[src/rtl/spi_pkg.sv]
// Shared types for the SPI slave shift register: mode encodings, FSM states, width default.
package spi_pkg;
  localparam int DATA_WIDTH_DEF = 8;

  // Encoded as {cpol, cpha}
  typedef enum logic [1:0] {
    MODE0 = 2'b00,
    MODE1 = 2'b01,
    MODE2 = 2'b10,
    MODE3 = 2'b11
  } spi_mode_t;

  typedef enum logic {
    IDLE   = 1'b0,
    ACTIVE = 1'b1
  } spi_state_t;
endpackage

[src/rtl/spi_sync_edge.sv]
// N-flop pin synchroniser with single-cycle rise/fall pulses on the synced value.
module spi_sync_edge #(
  parameter int   STAGES  = 2,
  parameter logic RST_VAL = 1'b0
) (
  input  logic clk,
  input  logic rst,
  input  logic d,
  output logic q,
  output logic rise,
  output logic fall
);
  logic [STAGES-1:0] sync_q, sync_d;
  logic              prev_q, prev_d;

  always_comb begin
    sync_d = {sync_q[STAGES-2:0], d};
    prev_d = sync_q[STAGES-1];
  end

  always_ff @(posedge clk or posedge rst) begin
    if (rst) begin
      sync_q <= {STAGES{RST_VAL}};
      prev_q <= RST_VAL;
    end else begin
      sync_q <= sync_d;
      prev_q <= prev_d;
    end
  end

  assign q    = sync_q[STAGES-1];
  assign rise = q & ~prev_q;
  assign fall = ~q & prev_q;
endmodule

[src/rtl/spi_slave_shift_register.sv]
// SPI slave byte shifter in the pclk domain: oversampled pins, all CPOL/CPHA modes,
// MSB/LSB order, single-entry tx buffer and rx holding register with sticky flags.
module spi_slave_shift_register
  import spi_pkg::*;
#(
  parameter int DATA_WIDTH  = DATA_WIDTH_DEF,
  parameter int SYNC_STAGES = 2,
  parameter logic [DATA_WIDTH-1:0] DEFAULT_TX = {DATA_WIDTH{1'b1}}
) (
  input  logic                  pclk,
  input  logic                  preset,
  input  logic                  cpol,
  input  logic                  cpha,
  input  logic                  lsbfe,
  input  logic                  sclk,
  input  logic                  ss,
  input  logic                  mosi,
  output logic                  miso,
  output logic                  miso_oe,
  input  logic [DATA_WIDTH-1:0] tx_data,
  input  logic                  tx_valid,
  output logic                  tx_ready,
  output logic [DATA_WIDTH-1:0] rx_data,
  output logic                  rx_valid,
  input  logic                  rx_ack,
  input  logic                  clr_status,
  output logic                  overrun,
  output logic                  underrun,
  output logic                  busy
);
  localparam int CW = (DATA_WIDTH > 1) ? $clog2(DATA_WIDTH) : 1;
  localparam logic [CW-1:0] LAST = CW'(DATA_WIDTH - 1);

  logic sclk_s, sclk_rise, sclk_fall;
  logic ss_s, ss_rise, ss_fall;

  spi_sync_edge #(.STAGES(SYNC_STAGES), .RST_VAL(1'b0)) u_sclk_sync (
    .clk(pclk), .rst(preset), .d(sclk), .q(sclk_s), .rise(sclk_rise), .fall(sclk_fall)
  );
  // ss idles high so reset must not fabricate a falling edge
  spi_sync_edge #(.STAGES(SYNC_STAGES), .RST_VAL(1'b1)) u_ss_sync (
    .clk(pclk), .rst(preset), .d(ss), .q(ss_s), .rise(ss_rise), .fall(ss_fall)
  );

  logic [SYNC_STAGES-1:0] mosi_sync_q, mosi_sync_d;
  logic                   mosi_s;
  assign mosi_s = mosi_sync_q[SYNC_STAGES-1];

  spi_state_t            state_q, state_d;
  logic [CW-1:0]         bit_cnt_q, bit_cnt_d;
  logic [DATA_WIDTH-1:0] shreg_q, shreg_d;
  logic [DATA_WIDTH-1:0] rx_sh_q, rx_sh_d, rx_next;
  logic [DATA_WIDTH-1:0] rx_data_q, rx_data_d;
  logic [DATA_WIDTH-1:0] tx_buf_q, tx_buf_d;
  logic                  tx_full_q, tx_full_d;
  logic                  rx_valid_q, rx_valid_d;
  logic                  overrun_q, overrun_d;
  logic                  underrun_q, underrun_d;
  logic                  miso_oe_q, miso_oe_d;

  spi_mode_t mode;
  logic      sample_on_lead, lead, trail, samp_edge, shift_edge;
  logic      frame_start, in_frame, load, shift, sample, last_bit;

  assign mode           = spi_mode_t'({cpol, cpha});
  assign sample_on_lead = (mode == MODE0) || (mode == MODE2);
  assign lead           = cpol ? sclk_fall : sclk_rise;
  assign trail          = cpol ? sclk_rise : sclk_fall;
  assign samp_edge      = sample_on_lead ? lead  : trail;
  assign shift_edge     = sample_on_lead ? trail : lead;

  assign frame_start = (state_q == IDLE) && ss_fall;
  assign in_frame    = (state_q == ACTIVE) && !ss_rise;
  // A shift edge at bit_cnt==0 is a byte boundary: reload instead of shifting
  assign load     = (frame_start && sample_on_lead) || (in_frame && shift_edge && bit_cnt_q == '0);
  assign shift    = in_frame && shift_edge && bit_cnt_q != '0;
  assign sample   = in_frame && samp_edge;
  assign last_bit = sample && (bit_cnt_q == LAST);

  always_comb begin
    mosi_sync_d = {mosi_sync_q[SYNC_STAGES-2:0], mosi};
    state_d     = state_q;
    bit_cnt_d   = bit_cnt_q;
    shreg_d     = shreg_q;
    rx_sh_d     = rx_sh_q;
    rx_data_d   = rx_data_q;
    rx_valid_d  = rx_valid_q;
    tx_buf_d    = tx_buf_q;
    tx_full_d   = tx_full_q;
    overrun_d   = overrun_q  & ~clr_status;
    underrun_d  = underrun_q & ~clr_status;
    rx_next     = lsbfe ? {mosi_s, rx_sh_q[DATA_WIDTH-1:1]} : {rx_sh_q[DATA_WIDTH-2:0], mosi_s};

    if (frame_start) state_d = ACTIVE;
    if (state_q == ACTIVE && ss_rise) begin
      state_d   = IDLE;
      bit_cnt_d = '0;
    end

    if (rx_ack) rx_valid_d = 1'b0;
    if (sample) begin
      rx_sh_d = rx_next;
      if (last_bit) begin
        rx_data_d  = rx_next;
        rx_valid_d = 1'b1;
        bit_cnt_d  = '0;
        if (rx_valid_q && !rx_ack) overrun_d = 1'b1;
      end else begin
        bit_cnt_d = bit_cnt_q + CW'(1);
      end
    end

    if (shift) shreg_d = lsbfe ? (shreg_q >> 1) : (shreg_q << 1);
    if (load) begin
      if (tx_full_q) begin
        shreg_d   = tx_buf_q;
        tx_full_d = 1'b0;
      end else begin
        shreg_d    = DEFAULT_TX;
        underrun_d = 1'b1;
      end
    end
    // Uses the pre-load fullness, so a write coinciding with an empty load lands for the next byte
    if (tx_valid && !tx_full_q) begin
      tx_buf_d  = tx_data;
      tx_full_d = 1'b1;
    end

    miso_oe_d = (state_d == ACTIVE);
  end

  always_ff @(posedge pclk or posedge preset) begin
    if (preset) begin
      mosi_sync_q <= '0;
      state_q     <= IDLE;
      bit_cnt_q   <= '0;
      shreg_q     <= '0;
      rx_sh_q     <= '0;
      rx_data_q   <= '0;
      rx_valid_q  <= 1'b0;
      tx_buf_q    <= '0;
      tx_full_q   <= 1'b0;
      overrun_q   <= 1'b0;
      underrun_q  <= 1'b0;
      miso_oe_q   <= 1'b0;
    end else begin
      mosi_sync_q <= mosi_sync_d;
      state_q     <= state_d;
      bit_cnt_q   <= bit_cnt_d;
      shreg_q     <= shreg_d;
      rx_sh_q     <= rx_sh_d;
      rx_data_q   <= rx_data_d;
      rx_valid_q  <= rx_valid_d;
      tx_buf_q    <= tx_buf_d;
      tx_full_q   <= tx_full_d;
      overrun_q   <= overrun_d;
      underrun_q  <= underrun_d;
      miso_oe_q   <= miso_oe_d;
    end
  end

  assign miso     = lsbfe ? shreg_q[0] : shreg_q[DATA_WIDTH-1];
  assign miso_oe  = miso_oe_q;
  assign tx_ready = ~tx_full_q;
  assign rx_data  = rx_data_q;
  assign rx_valid = rx_valid_q;
  assign overrun  = overrun_q;
  assign underrun = underrun_q;
  assign busy     = (state_q == ACTIVE);
endmodule

[config.mk]
export PLATFORM = sky130hd
export DESIGN_NAME = spi_slave_shift_register
export DESIGN_NICKNAME = d
export VERILOG_FILES = /design/src/rtl/spi_pkg.sv /design/src/rtl/spi_sync_edge.sv /design/src/rtl/spi_slave_shift_register.sv
export SDC_FILE = /design/constraint.sdc
export NUM_CORES = 1
export LEC_CHECK = 0
export ABC_AREA = 0
export CORE_AREA = 2 2 72 74
export CTS_BUF_LIST = sky130_fd_sc_hd__clkbuf_2
export CTS_CLUSTER_SIZE = 10
export DETAILED_ROUTE_END_ITERATION = 8
export DIE_AREA = 0 0 74 76
export PLACE_DENSITY = 0.69
export REMOVE_ABC_BUFFERS = 1
export SETUP_SLACK_MARGIN = 0.1
export SKIP_LAST_GASP = 1
export SLEW_MARGIN = 20
export SYNTH_ARGS = -nofsm -noshare
export SYNTH_HDL_FRONTEND = slang
export SYNTH_SLANG_ARGS = --single-unit
export TNS_END_PERCENT = 1
[constraint.sdc]
create_clock -name pclk -period 2.1 [get_ports pclk]
set_input_delay 0.42 -clock pclk [delete_from_list [all_inputs] [get_ports pclk]]
set_output_delay 0.42 -clock pclk [all_outputs]
set_load 0.01 [all_outputs]
# After elaboration in Yosys (flattened, before gate mapping)
# Cells that the tools add are included.
[totals] reg_bits=48 in_bits=19 out_inout_bits=15 word_cells=80
[classes] n_addsub=1 eq_ne=2 muxes=25 bitwise_logic=13 reduce_logical=24
[op_table] cell="two-way mux 8 bit" n=5
[op_table] cell="two-way mux 1 bit" n=17
[op_table] cell="logical AND 1 bit" n=11
[op_table] cell="two-way mux 3 bit" n=3
[op_table] cell="nonzero test 2 bit" n=4
[op_table] cell="inverter 1 bit" n=7
[op_table] cell="AND 1 bit" n=6
[op_table] cell="adder 3 x 1 -> 3 bit, second input constant" n=1
[op_table] cell="equality test 3 bit, second input constant" n=1
[op_table] cell="zero test 1 bit" n=3
[op_table] cell="zero test 3 bit" n=1
[op_table] cell="nonzero test 3 bit" n=1
[op_table] cell="equality test 2 bit, second input constant" n=1
[op_table] cell="zero test 2 bit" n=1
[op_table] cell="logical OR 1 bit" n=2
[op_table] cell="AND reduction 2 bit" n=1

# Depth between registers and ports, before layout
[logic_depth] ltp_word=9 mapped_depth=7 depth_no_buf=6

# Cells and area by module
# A second synthesis with hierarchy kept.
[hier_totals] hier_cells=162 area_unflattened_um2=2207.1
[by_module_without_submodules] mod="spi_slave_shift_register" n_inst=1 cells_per_inst=150 area_per_inst_um2=2015.7 seq_area_each_um2=1051.0
[by_module_without_submodules] mod="spi_sync_edge at u_ss_sync" n_inst=1 cells_per_inst=6 area_per_inst_um2=97.6 seq_area_each_um2=78.8
[by_module_without_submodules] mod="spi_sync_edge at u_sclk_sync" n_inst=1 cells_per_inst=6 area_per_inst_um2=93.8 seq_area_each_um2=75.1

# Worst setup path before layout
# No wires, ideal clock.
[synth_timing] path_kind="reg2reg" startpoint="register u_ss_sync.prev_q" endpoint="register shreg_q[0]" setup_ps=125 arrival_time_ps=1533 required_time_ps=1975 setup_slack_ps=443 path_stages_with_launch=6 path_buffers=1 synth_period_minus_slack_ps=1657 cell_sequence="dfstp_2 > nand2b_1 > o32a_2 > clkbuf_2 > mux2i_1 > mux2_2"
[synth_between] elab_chain_cells=8 word_cells_on_any_way=13 cone_classes="1 x mux; 3 x bitwise; 9 x reduce/logical"
[synth_rtl] item="from (decl)" line_no="spi_sync_edge.sv:14" source="logic prev_q, prev_d;"
[synth_rtl] item="from (signal assigned)" line_no="spi_sync_edge.sv:27" source="prev_q <= prev_d;"
[synth_rtl] item="inverter 1 bit" line_no="spi_sync_edge.sv:32" source="assign rise = q & ~prev_q;"
[synth_rtl] item="AND 1 bit" line_no="spi_sync_edge.sv:32"
[synth_rtl] item="zero test 1 bit" line_no="spi_slave_shift_register.sv:73" source="assign in_frame = (state_q == ACTIVE) && !ss_rise;"
[synth_rtl] item="logical AND 1 bit" line_no="spi_slave_shift_register.sv:73"
[synth_rtl] item="logical AND 1 bit" line_no="spi_slave_shift_register.sv:75, spi_slave_shift_register.sv:76"
[synth_rtl] item="logical AND 1 bit" line_no="spi_slave_shift_register.sv:75" source="assign load = (frame_start && sample_on_lead) || (in_frame && shift_edge && bit_cnt_q == '0);"
[synth_rtl] item="logical OR 1 bit" line_no="spi_slave_shift_register.sv:75"
[synth_rtl] item="two-way mux 8 bit / nonzero test 2 bit (equally long branches)"
[synth_rtl] item="to (signal assigned)" line_no="spi_slave_shift_register.sv:150" source="shreg_q <= shreg_d;"
[synth_rtl] item="to (decl)" line_no="spi_slave_shift_register.sv:51" source="logic [DATA_WIDTH-1:0] shreg_q, shreg_d;"
# Parallel ways exist; a longest one is shown, timed or not.
# A chain may end at the register's enable or synchronous reset.

# Worst setup path in the final report
[layout_timing] startpoint="input lsbfe" endpoint="output miso"
[layout_between] elab_chain_cells=1
[layout_rtl] item="from (decl)" line_no="spi_slave_shift_register.sv:14" source="input logic lsbfe,"
[layout_rtl] item="two-way mux 1 bit" line_no="spi_slave_shift_register.sv:162" source="assign miso = lsbfe ? shreg_q[0] : shreg_q[DATA_WIDTH-1];"
[layout_rtl] item="to (decl)" line_no="spi_slave_shift_register.sv:18" source="output logic miso,"
# Every way passes these cells.

==> summary.md <==
| Metric | Value |
|---|---|
| Status | `completed` |
| Hpwl dp | `2960 um` |
| Via-to-Cell Ratio | `about 5` |
| Setup CP Type | `input pin to output port` |
| Hold Crit Class | `input pin to async pin` |
| Gr usage total | `0.155` |
| Die width | `between 70 and 80 um` |
| Final setup fails | `0` |
| Clock power frac | `0.185` |
| Via count | `approximately 1300` |
| Sw Ratio | `0.306` |
| GRT overflow | `0` |
| Die H | `about 76 um` |
| Internal | `1.86 mW` |
| CP Cell Sequence | `clkdlybuf4s50_1 > mux2_2 > dlygate4sd2_1` |
| Critical path's top delay family | `buffers and inverters` |
| Synthesis-to-layout area growth | `23.3%` |
| Final min period | `~2 ns` |
| P_sw | `between 0.8 and 0.9 mW` |
| Avg Inst Size Synth | `roughly 14 sq um` |
| Commonest cells post-synth | `dfrtp_1, mux2_2, mux2i_1, nor2_1, nand2_1` |
| Final slew viol count | `0` |
| First DRT Iteration DRCs | `46` |
| Worst-Margin Slew | `0.547 ns` |
| Distinct cells, synth | `30` |
| Pwr Total | `2.68 mW` |
| Routed len/inst | `~14 um` |
| First-pass GRT wire length | `approximately 6700 um` |
| Final worst-path cycle share | `0.943` |
| Netlist Area Pre-Place | `roughly 0.0022 sq mm` |
| Core Util, Final | `0.552` |
| Final ANT Viol Nets | `0` |
| 1st-pass router iterations | `4` |
| P_leak | `about 1.2 nW` |
| Hold Vio Cnt, Final | `0` |
| CTS Root Cell | `clkbuf_2` |
| YS warnings | `0` |
| CP startpoint kind | `input pin` |
| Max_cap viols | `0` |
| Crit path buf inv count | `2` |
| Worst Skew | `about 0.016 ns` |
| Worst EP required | `approximately 1.7 ns` |
| IO Port Bufs | `33` |
| Worst setup EP type | `output port` |
| Worst-path clk slew | `approximately 0.23 ns` |
| H-tree levels | `2` |
| # hold bufs at CTS | `0` |
| Die area | `0.00562 sq mm` |
| IO Count | `34` |
| Combinational Power Share | `0.314` |
| Worst path arrival time | `between 1.5 and 2 ns` |
| Max Buffers Root-to-Sink | `2` |
| Pwr dens | `988 mW/mm^2` |
| Slowest CP cell | `clkdlybuf4s50_1` |
| Routability cong. | `~0.79` |
| Achievable clock frequency | `505 MHz` |
| Yosys reg bits | `48` |
| Nets | `approximately 220` |
| Synth Instances | `161` |
| Slew Limit Headroom | `0.635` |
| Clock latency on the worst-skew pair | `roughly 0.43 ns` |
| Sequential area share after synthesis | `0.548` |
| Post-synth top area share | `0.512` |
| Sequential power share | `0.501` |
| Post-synth EDFFs | `0` |
| Layout cell share with drive strength beyond 1 | `0.335` |
| Initial core utilization | `0.448` |
| Diode count | `0` |
| Core area | `0.00491 sq mm` |
| RSZ-0062 raised after global routing | `true` |
| Number of global-route vias before repair | `1498` |
| Core Rows | `26` |
| Num CTS Buffers | `5` |
| Num Clock Sinks | `48` |
| Most area-consuming cells after synthesis | `dfrtp_1, mux2_2, mux2i_1` |
| Pin count of the biggest net entering global routing | `29` |
| Largest fanout on the critical path | `2` |
| Maximum VDD drop | `0.487 mV` |
| Most frequent cell after synthesis | `dfrtp_1` |
| CTS tree | `done` |
| Final wirelength | `roughly 3900 um` |
| Crit-path max cell delay | `a little over 0.5 ns` |
| Post-synth ARST share | `1.00` |
| Drt drc | `0` |
| Dominant synthesized flop cell | `dfrtp_1` |
| Yosys top cell by area | `dfrtp_1` |
| Initial antenna violation count | `0` |
[per-layer routing]
| metal | wire length [um] | share of wire | GRT usage |
|---|---|---|---|
| met1 | 1660 | 0.43 | 0.186 |
| met2 | 1950 | 0.51 | 0.257 |
| met3 | 169 | 0.044 | 0.0423 |
| met4 | 68 | 0.018 | 0.0636 |
| met5 | 0 | 0 | 0 |
[through the flow]
step	worst slack (ns)	setup TNS [ns]	cells	cell area [sq um]	hold WS [ns]
2_1_floorplan	0.377	0	155	2160	0.331
4_1_cts	0.0813	0	273	2710	0.255
3_5_place_dp	-0.280	-4.24	264	2640	0.336
3_3_place_gp	-0.169	-2.30	264	2640	0.332
5_1_grt	0.0221	0	273	2710	0.272
6_report	0.120	0	273	2710	0.280
[repair_timing]
item                                    CTS  global route
pin swaps                                 0             0
setup buffers                             1             0
resized for setup                         2             1
endpoints found under the setup margin    4            11
[path summary, 6_finish.rpt]
path / from / endpoint / slack (ns) / depth (start not counted)
min reg2reg: u_sclk_sync.sync_q[0] / u_sclk_sync.sync_q[1] / 0.38 / 0
min in group pclk: ss / u_ss_sync.sync_q[0] / 0.36 / 1
min: preset / u_sclk_sync.prev_q / 0.28 / 2
max reg2reg: u_ss_sync.prev_q / rx_sh_q[2] / 0.36 / 4
max: lsbfe / miso / 0.12 / 3
max in group asynchronous: preset / u_ss_sync.sync_q[0] / 1.25 / 3
[power by group through the flow]
| stage | sequential (mW) | combinational (mW) | clock, mW |
|---|---|---|---|
| final | 1.34 | 0.841 | 0.496 |
| after global routing | 1.37 | 0.943 | 0.555 |
| after CTS | 1.34 | 0.861 | 0.519 |
| after detailed placement | 1.37 | 0.858 | 0 |
| after global placement | 1.35 | 0.814 | 0 |
| after floorplan | 1.31 | 0.625 | 0 |
[logic make-up (layout without fill, tap and decap cells)]
family                     Yosys count  in the layout  share of synthesized area
muxes                               58             58                      0.290
adders and majority gates            3              3                     0.0171
buffers and inverters               13             55                     0.0290
xor gates and xnor gates             1              1                    0.00740
and+or+nand+nor                     30             30                     0.0729
DFF                                 48             48                      0.548
AOI/OAI and AO/OA                    8              8                     0.0359
[placed cells by master (no fill, tap or decap)]
cell type / n
dfrtp_1: 45
mux2_2: 42
clkdlybuf4s50_1: 31
mux2i_1: 15
nor2_1: 9
nand2_1: 7
buf_4: 6
inv_1: 5
clkbuf_2: 5
nand2b_1: 4
nor2b_1: 3
o21ai_0: 3
ha_1: 3
dfstp_2: 3
inv_2: 2
dlygate4sd2_1: 2
o32a_2: 1
xnor2_2: 1
mux2i_2: 1
o32ai_4: 1
nor2_2: 1
nand3b_1: 1
or4_1: 1
and2_1: 1
nand3_1: 1
a31oi_1: 1
nand3_4: 1
nand4b_1: 1
a32o_1: 1
o2bb2ai_1: 1
clkinv_2: 1
clkinvlp_4: 1
bufinv_16: 1
buf_12: 1
[final cells by class]
class | instances | area, sq um
well taps | 70 | 87.6
multi-input cells | 100 | 932
repair buffers | 40 | 393
flip-flops and latches | 48 | 1200
fillers | 413 | 2200
clock buffers | 5 | 25.0
inverters | 7 | 26.3
clock inverters | 3 | 42.5
[sequential cells by signal, summed over array words and instances, names as in the netlist]
signal and count:
tx_buf_q 8, shreg_q 8, u_ss_sync.sync_q 2, tx_full_q 1, rx_data 8, bit_cnt_q 3, mosi_sync_q 2, underrun 1
miso_oe 1, rx_valid 1, u_ss_sync.prev_q 1, rx_sh_q 8, u_sclk_sync.prev_q 1, overrun 1, u_sclk_sync.sync_q 2
(Power assumes the default switching activity.)
